<file path="src/rtl/reg_scoreboard_pkg.sv">
// Shared defaults and constants for the ID-stage load-use scoreboard.
package reg_scoreboard_pkg;

  localparam int unsigned REG_ADDR_W_DEF = 5;
  localparam int unsigned DEPTH_DEF      = 3;
  localparam int unsigned LOAD_READY_DEF = 2;
  localparam int unsigned CNT_W_DEF      = 16;

  localparam logic [REG_ADDR_W_DEF-1:0] REG_ZERO = '0;

endpackage

</file>
<file path="src/rtl/reg_scoreboard_slot_cmp.sv">
// Compares one in-flight scoreboard slot against both ID read ports for a load-use hazard.
module reg_scoreboard_slot_cmp
  import reg_scoreboard_pkg::*;
#(
  parameter int unsigned REG_ADDR_W = REG_ADDR_W_DEF,
  parameter int unsigned SLOT_IDX   = 0,
  parameter int unsigned LOAD_READY = LOAD_READY_DEF
) (
  input  logic                  slot_v,
  input  logic                  slot_ld,
  input  logic [REG_ADDR_W-1:0] slot_addr,
  input  logic                  read_en_1,
  input  logic [REG_ADDR_W-1:0] addr_1,
  input  logic                  read_en_2,
  input  logic [REG_ADDR_W-1:0] addr_2,
  output logic                  match_1,
  output logic                  match_2
);

  // Slot k sits k+1 stages ahead of ID; LOAD_READY counts stages from ID, so only
  // a load still in EX (distance 1) blocks an immediately dependent instruction.
  localparam bit NotReady = (SLOT_IDX + 1) < LOAD_READY;

  logic live_load;

  assign live_load = NotReady & slot_v & slot_ld;

  assign match_1 = live_load & read_en_1 & (slot_addr == addr_1) &
                   (addr_1 != REG_ADDR_W'(REG_ZERO));
  assign match_2 = live_load & read_en_2 & (slot_addr == addr_2) &
                   (addr_2 != REG_ADDR_W'(REG_ZERO));

endmodule

</file>
<file path="src/rtl/reg_scoreboard.sv">
// ID-stage hazard controller: load-use stalls, memory-wait freezes and deferred flushes.
module reg_scoreboard
  import reg_scoreboard_pkg::*;
#(
  parameter int unsigned REG_ADDR_W = REG_ADDR_W_DEF,
  parameter int unsigned DEPTH      = DEPTH_DEF,
  parameter int unsigned LOAD_READY = LOAD_READY_DEF,
  parameter int unsigned CNT_W      = CNT_W_DEF
) (
  input  logic                  clk,
  input  logic                  rst_n,
  input  logic                  id_valid,
  input  logic                  id_read_en_1,
  input  logic                  id_read_en_2,
  input  logic [REG_ADDR_W-1:0] id_addr_1,
  input  logic [REG_ADDR_W-1:0] id_addr_2,
  input  logic                  id_write_en,
  input  logic [REG_ADDR_W-1:0] id_write_addr,
  input  logic                  id_is_load,
  input  logic                  mem_stall_req,
  input  logic                  flush_req,
  output logic                  stall_id,
  output logic                  bubble_ex,
  output logic                  freeze_all,
  output logic                  flush_out,
  output logic [CNT_W-1:0]      stall_cnt
);

  typedef struct packed {
    logic                  v;
    logic [REG_ADDR_W-1:0] addr;
    logic                  ld;
  } slot_t;

  localparam slot_t SlotEmpty = '0;

  slot_t            slot_q [DEPTH];
  slot_t            slot_d [DEPTH];
  logic             flush_pend_q, flush_pend_d;
  logic [CNT_W-1:0] cnt_q, cnt_d;
  logic [DEPTH-1:0] match_1, match_2;
  logic             hazard;

  for (genvar k = 0; k < DEPTH; k++) begin : g_cmp
    reg_scoreboard_slot_cmp #(
      .REG_ADDR_W (REG_ADDR_W),
      .SLOT_IDX   (k),
      .LOAD_READY (LOAD_READY)
    ) u_cmp (
      .slot_v    (slot_q[k].v),
      .slot_ld   (slot_q[k].ld),
      .slot_addr (slot_q[k].addr),
      .read_en_1 (id_read_en_1),
      .addr_1    (id_addr_1),
      .read_en_2 (id_read_en_2),
      .addr_2    (id_addr_2),
      .match_1   (match_1[k]),
      .match_2   (match_2[k])
    );
  end

  assign hazard = id_valid & ((|match_1) | (|match_2));

  // Outputs are gated by rst_n so the pipeline sees no control activity during reset.
  always_comb begin
    freeze_all = rst_n & mem_stall_req;
    flush_out  = rst_n & ~mem_stall_req & (flush_req | flush_pend_q);
    stall_id   = rst_n & ~mem_stall_req & ~flush_out & hazard;
    bubble_ex  = stall_id;
  end

  always_comb begin
    for (int k = 0; k < DEPTH; k++) begin
      slot_d[k] = slot_q[k];
    end
    flush_pend_d = flush_pend_q;
    if (freeze_all) begin
      // A flush arriving while frozen is remembered until the pipe can move.
      flush_pend_d = flush_pend_q | flush_req;
    end else begin
      for (int k = 1; k < DEPTH; k++) begin
        slot_d[k] = slot_q[k-1];
      end
      slot_d[0]    = SlotEmpty;
      flush_pend_d = 1'b0;
      if (!flush_out && !stall_id && id_valid && id_write_en &&
          (id_write_addr != REG_ADDR_W'(REG_ZERO))) begin
        slot_d[0] = '{v: 1'b1, addr: id_write_addr, ld: id_is_load};
      end
    end
  end

  always_comb begin
    cnt_d = cnt_q;
    if ((stall_id || freeze_all) && (cnt_q != '1)) begin
      cnt_d = cnt_q + CNT_W'(1);
    end
  end

  always_ff @(posedge clk or negedge rst_n) begin
    if (!rst_n) begin
      for (int k = 0; k < DEPTH; k++) begin
        slot_q[k] <= SlotEmpty;
      end
      flush_pend_q <= 1'b0;
      cnt_q        <= '0;
    end else begin
      for (int k = 0; k < DEPTH; k++) begin
        slot_q[k] <= slot_d[k];
      end
      flush_pend_q <= flush_pend_d;
      cnt_q        <= cnt_d;
    end
  end

  assign stall_cnt = cnt_q;

endmodule

</file>
<file path="config.mk">
export PLATFORM = sky130hd
export DESIGN_NAME = reg_scoreboard
export DESIGN_NICKNAME = d
export VERILOG_FILES = /design/src/rtl/reg_scoreboard_pkg.sv /design/src/rtl/reg_scoreboard_slot_cmp.sv /design/src/rtl/reg_scoreboard.sv
export SDC_FILE = /design/constraint.sdc
export NUM_CORES = 1
export LEC_CHECK = 0
export BUFFER_PORTS_ARGS = -buffer_cell sky130_fd_sc_hd__buf_2
export CORE_UTILIZATION = 48
export DETAILED_ROUTE_END_ITERATION = 16
export PLACE_DENSITY = 0.78
export SLEW_MARGIN = 10
export SYNTH_ARGS = -nofsm -noshare
export SYNTH_HDL_FRONTEND = slang
export SYNTH_HIERARCHICAL = 1
export SYNTH_SLANG_ARGS = --single-unit
</file>
<file path="constraint.sdc">
create_clock -name clk -period 2.15 [get_ports clk]
set_input_delay 0.3225 -clock clk [delete_from_list [all_inputs] [get_ports clk]]
set_output_delay 0.3225 -clock clk [all_outputs]
set_load 0.1 [all_outputs]
</file>
==> results_dict.tcl, run 1 <==
set metrics [dict create \
    rows 18 \
    dpl.hpwl_um 2300 \
    slowest_delay_ns 0.43 \
    crit_arrival_ns 2.23 \
    report.final.setup_viol 25 \
    cpMostUsedCell "buf_6" \
    drtAntennaViolNets 0 \
    drc 0 \
    total_leakage_power_nw 0.937 \
    ys_warn_count 6 \
    grtUsageTotal_pct 24.9 \
    max_slew_margin_pct 60.5 \
    crit_type "register to output pin" \
    drt_iter0_markers 22 \
    htreeDepth 1 \
    drv_slew 0 \
    cts_buffers 3 \
    antenna_found_initial 0 \
    grt_max_degree 27 \
    fin_worst_skew_ns 0.00417 \
    startpoint_type "register" \
    grt_pass1_wl_um 5120 \
    drive_above_1_share_pct 45.9 \
    clk_path_buf_depth 2 \
    die_h_um 54.5 \
    critPathMaxFanout 3 \
    min_path_type "input port to async pin" \
    irDropWorstVdd_mv 1.34 \
    netlist_area_sq_mm 0.00132 \
    worstPathRequired_ns 1.83 \
    ios 44 \
    critPathCaptureType "output pin" \
    worst_pin_slew_ns 0.591 \
    place.gp.congestion 0.764 \
    cts_hold_buf 0 \
    fin_ws_ns -0.407 \
    final_nets 222 \
    cp_slowest_cell "dfrtp_1" \
    violations "setup timing" \
    diodes 0 \
    postSynthAreaPerCell_sq_um 10.1 \
    viasPerCell 5.40 \
    period_share_pct 119 \
    areaGrowthSynthToFinish_pct 47.7 \
    root_buffer "clkbuf_4" \
    die-area_sq_mm 0.00297 \
    cts_tree "yes" \
    power_density_mw_per_mm2 870 \
    final_cells 226 \
    drv_cap 0 \
    rsz0062_at_grt "yes" \
    port_buffers 43 \
    initial_core_util_pct 52.0 \
    grt_pass1_vias 1150 \
    dp.cells 215 \
    insertion_delay_ns 0.32 \
    core_sq_mm 0.00254 \
    cts_sinks 24 \
    syn_inst 131 \
    first_pass_iters 4 \
    post-route-util_pct 76.7 \
    fill_cells 161 \
    crit_chain "buf_6, or3_4, a2111oi_4, nor2_2, a211oi_4, buf_6, buf_12" \
    status "finished with violations" \
    routed_wl_um 3420 \
    die_w_um 54.5 \
    grt.overflow.total 0 \
    p_total_mw 1.70 \
    wl_per_cell_um 15.1 \
    path_clk_slew_ns 0.13 \
    fmax_mhz 391 \
    hold_violations 0 \
    vias 1221 \
    period_needed_ns 2.56 \
]
layout by cell type (no fill, tap or decap), drive strengths merged:
master   count
or3          3
nand4        5
and4         2
nor4         2
a211oi       1
a22o         6
nor3b        1
or4          1
xor2         8
buf         67
xnor2       12
clkbuf       3
inv          1
nor3         5
clkinv       1
bufinv       1
or4b         1
mux2         2
o21a         2
a31oi        1
ha           1
dfrtp       24
o2bb2ai      1
a2bb2oi      1
nor2         8
nand2       13
a2111oi      2
a21o         1
a21oi        2
o211ai       1
nand3       11
conb         4
and3         2
worst max-delay path, delay by kind of cell (launching register included):
kind | cells | cell delay [ns]
compound gates | 2 | 0.58
simple gates | 2 | 0.45
flops | 1 | 0.43
buf+inv | 3 | 0.46
stage by stage:
step	instance area (sq um)	worst slack, ns	hold slack [ns]	setup TNS [ns]
6_report	1950	-0.407	0.00310	-4.46
3_5_place_dp	1710	-0.268	0.372	-4.10
4_1_cts	1890	-0.438	0.0157	-4.90
3_3_place_gp	1710	-0.234	0.365	-2.98
5_1_grt	1950	-0.493	0.0233	-7.15
2_1_floorplan	1340	-0.907	0.0269	-18.59
timing repair:
| action | 4_1_cts | 5_1_grt |
|---|---|---|
| endpoints found under the setup margin | 25 | 25 |
| setup buffers | 6 | 2 |
| pin swaps | 14 | 8 |
| gates resized for setup | 14 | 7 |
| gates cloned | 0 | 0 |
routing by layer:
| metal | global-route usage (%) | up-vias | wire, um | part of all wire [%] |
|---|---|---|---|---|
| met5 | 0 | - | 0 | 0 |
| met2 | 44.7 | 32 | 1800 | 53 |
| met4 | 8.55 | 0 | 47 | 1.4 |
| met1 | 30.0 | 583 | 1470 | 43 |
| li1 | - | 599 | - | - |
| met3 | 3.61 | 7 | 98 | 2.9 |
area by class of cell:
cell class,count,area [sq um],share of cell area [%]
Tap cell,30,37.5,1.92
Clock buffer,3,22.5,1.15
Multi-Input combinational cell,99,803,41.1
Sequential cell,24,601,30.7
Timing Repair Buffer,67,452,23.1
Inverter,2,7.51,0.384
Clock inverter,1,30.0,1.54
registers in the layout, summed over array words and instances (netlist names):
name          cells
slot_q            7
stall_cnt        16
flush_pend_q      1
path summary, 6_finish.rpt:
kind	startpoint	endpoint	slack [ns]	depth (start not counted)
setup / recovery	slot_q[19]$_DFFE_PN0N_	stall_id	-0.41	7
hold / removal	rst_n	stall_cnt[7]$_DFFE_PN0P_	0.003	2
setup reg to reg	slot_q[19]$_DFFE_PN0N_	stall_cnt[15]$_DFFE_PN0P_	-0.31	9
hold reg to reg	stall_cnt[3]$_DFFE_PN0P_	stall_cnt[3]$_DFFE_PN0P_	0.54	1
max in group asynchronous	rst_n	slot_q[14]$_DFFE_PN0N_	1.90	2
min in group clk	id_write_addr[3]	slot_q[18]$_DFFE_PN0N_	0.22	2
power breakdown:
group | internal, mW | switching [mW] | leakage [nW] | total, mW
clock network | 0.189 | 0.141 | 0.0279 | 0.330
registers | 0.516 | 0.0913 | 0.319 | 0.607
logic | 0.173 | 0.589 | 0.591 | 0.762
No activity file was read; power rests on OpenSTA's default activity.
==> run 2, diff against run 1 <==
--- a/config.mk
+++ b/config.mk
@@ -6,9 +6,9 @@
 export NUM_CORES = 1
 export LEC_CHECK = 0
 export BUFFER_PORTS_ARGS = -buffer_cell sky130_fd_sc_hd__buf_2
-export CORE_UTILIZATION = 48
+export CORE_UTILIZATION = 54
 export DETAILED_ROUTE_END_ITERATION = 16
-export PLACE_DENSITY = 0.78
+export PLACE_DENSITY = 0.82
 export SLEW_MARGIN = 10
 export SYNTH_ARGS = -nofsm -noshare
 export SYNTH_HDL_FRONTEND = slang
==> constraint.sdc (replaced) <==
create_clock -name clk -period 2.8 [get_ports clk]
set_input_delay 0.42 -clock clk [delete_from_list [all_inputs] [get_ports clk]]
set_output_delay 0.42 -clock clk [all_outputs]
set_load 0.1 [all_outputs]
==> results_dict.tcl, run 2 (synthesized netlist as in run 1, its figures left out) <==
set metrics [dict create \
    status "complete, no violations" \
    post-route-util_pct 77.0 \
    final_nets 212 \
    areaGrowthSynthToFinish_pct 31.2 \
    final_common_cell "buf_2" \
    core_sq_mm 0.00225 \
    routed_wl_um 3110 \
    place.gp.congestion 0.789 \
    first_pass_iters 4 \
    hold_violations 0 \
    insertion_delay_ns 0.30 \
    vias 1192 \
    cts_buffers 3 \
    drt_iter0_markers 31 \
    crit_arrival_ns 2.32 \
    period_share_pct 97.9 \
    cts_tree "yes" \
    drive_above_1_share_pct 38.4 \
    initial_core_util_pct 58.7 \
    critPathMaxFanout 4 \
    rows 17 \
    startpoint_type "register" \
    power_density_mw_per_mm2 665 \
    cp.depth 6 \
    top_usage_layer "met2" \
    root_buffer "clkbuf_4" \
    drv_cap 0 \
    largest_reg_flops 16 \
    wl_per_cell_um 14.6 \
    critPathCaptureType "output pin" \
    drtAntennaViolNets 0 \
    die-area_sq_mm 0.00265 \
    ios 44 \
    cts_hold_buf 0 \
    worstPathRequired_ns 2.38 \
    clk_path_buf_depth 2 \
    grt_use_met1_pct 30.9 \
    fmax_mhz 365 \
    dpl.hpwl_um 2220 \
    cp_slowest_cell "dfrtp_1" \
    drc 0 \
    path_delay_family "compound AO/OA/AOI/OAI gates" \
    slowest_delay_ns 0.44 \
    drv_slew 0 \
    grt_max_degree 27 \
    path_clk_slew_ns 0.12 \
    fin_worst_skew_ns 0.00319 \
    critPathLaunch "slot_q[19]$_DFFE_PN0N_" \
    p_total_mw 1.15 \
    grt_pass1_wl_um 4720 \
    rr_worst_depth 8 \
    cp_num_buf_inv 2 \
    period_needed_ns 2.74 \
    grtUsageTotal_pct 24.4 \
    report.final.setup_viol 0 \
    min_path_type "input port to async pin" \
    port_buffers 43 \
    die_h_um 51.5 \
    htreeDepth 1 \
    grtUsageMet2_pct 40.7 \
    final_cells 213 \
    use_met3_pct 4.68 \
    diodes 0 \
    timing.rr.start "slot_q[19]$_DFFE_PN0N_" \
    final_cell_mix "buf_2 (41), dfrtp_1 (22), buf_4 (14), nand2_1 (13), xnor2_1 (12)" \
    die_w_um 51.5 \
    grt_pass1_vias 1119 \
    total_leakage_power_nw 0.845 \
    cts_sinks 24 \
    antenna_found_initial 0 \
    viasPerCell 5.60 \
    crit_type "register to output pin" \
    crit_chain "or3_4, a2111oi_4, nor4_4, a211oi_4, buf_4, buf_12" \
    grt.overflow.total 0 \
    dp.cells 199 \
    irDropWorstVdd_mv 0.872 \
]
run 2: cell count changes in the layout (fill, tap and decap cells not counted), moves of 2 or more:
cell	before	now
buf_4	21	14
buf_6	3	0
dfrtp_1	24	22
dfrtp_2	0	2
nor2_1	6	8
nor2_2	2	0
nor3_1	3	5
nor3_2	2	0
nor4_2	2	0
xnor2_1	10	12
xnor2_2	2	0
run 2: metal layers:
layer / routed length (um) / up-vias
met4: 24 / 0
li1: - / 570
met3: 170 / 4
met1: 1350 / 573
met2: 1570 / 45
met5: 0 / -
run 2: worst register-to-register path, delay by kind of cell, from the launching register on:
| family | cells | cell delay (ns) |
|---|---|---|
| buf+inv | 1 | 0.19 |
| simple gates | 3 | 0.65 |
| compound gates | 3 | 0.89 |
| mux | 1 | 0.34 |
| flops | 1 | 0.44 |
run 2: cell type report:
cell class	count	area, sq um
clock buffer	3	22.5
fill	165	519
inverter	2	7.51
multi-input combinational	99	717
sequential	24	603
tap	28	35.0
timing repair buffer	57	350
run 2: timing repair:
action                     CTS  global route
setup buffers                3             8
cloned                       0             0
gates resized for setup      0             7
pin swaps                    1             4
setup endpoints to repair    1             8
run 2: report_power, final:
group          switching, mW  internal (mW)
Combinational          0.437          0.112
Sequential            0.0650          0.396
Clock                 0.0928         0.0502
Total                  0.594          0.559
run 2: path summary, 6_finish.rpt:
| path | to | slack (ns) |
|---|---|---|
| worst min register to register | stall_cnt[13]$_DFFE_PN0P_ | 0.53 |
| min in group clk | slot_q[14]$_DFFE_PN0N_ | 0.33 |
| worst min-delay path | stall_cnt[5]$_DFFE_PN0P_ | 0.12 |
| worst max register to register | stall_cnt[9]$_DFFE_PN0P_ | 0.19 |
| max in group asynchronous | slot_q[18]$_DFFE_PN0N_ | 2.43 |
| worst max-delay path | stall_id | 0.06 |
run 2: stage by stage:
| step | cell area (sq um) | setup slack (ns) | hold slack [ns] | setup TNS (ns) |
|---|---|---|---|---|
| global placement | 1590 | 0.279 | 0.455 | 0 |
| floorplan | 1340 | -0.279 | 0.124 | -3.13 |
| CTS | 1630 | 0.00216 | 0.121 | 0 |
| detailed placement | 1590 | 0.148 | 0.462 | 0 |
| global route | 1740 | -0.0302 | 0.130 | -0.0604 |
| finish | 1740 | 0.0594 | 0.117 | 0 |
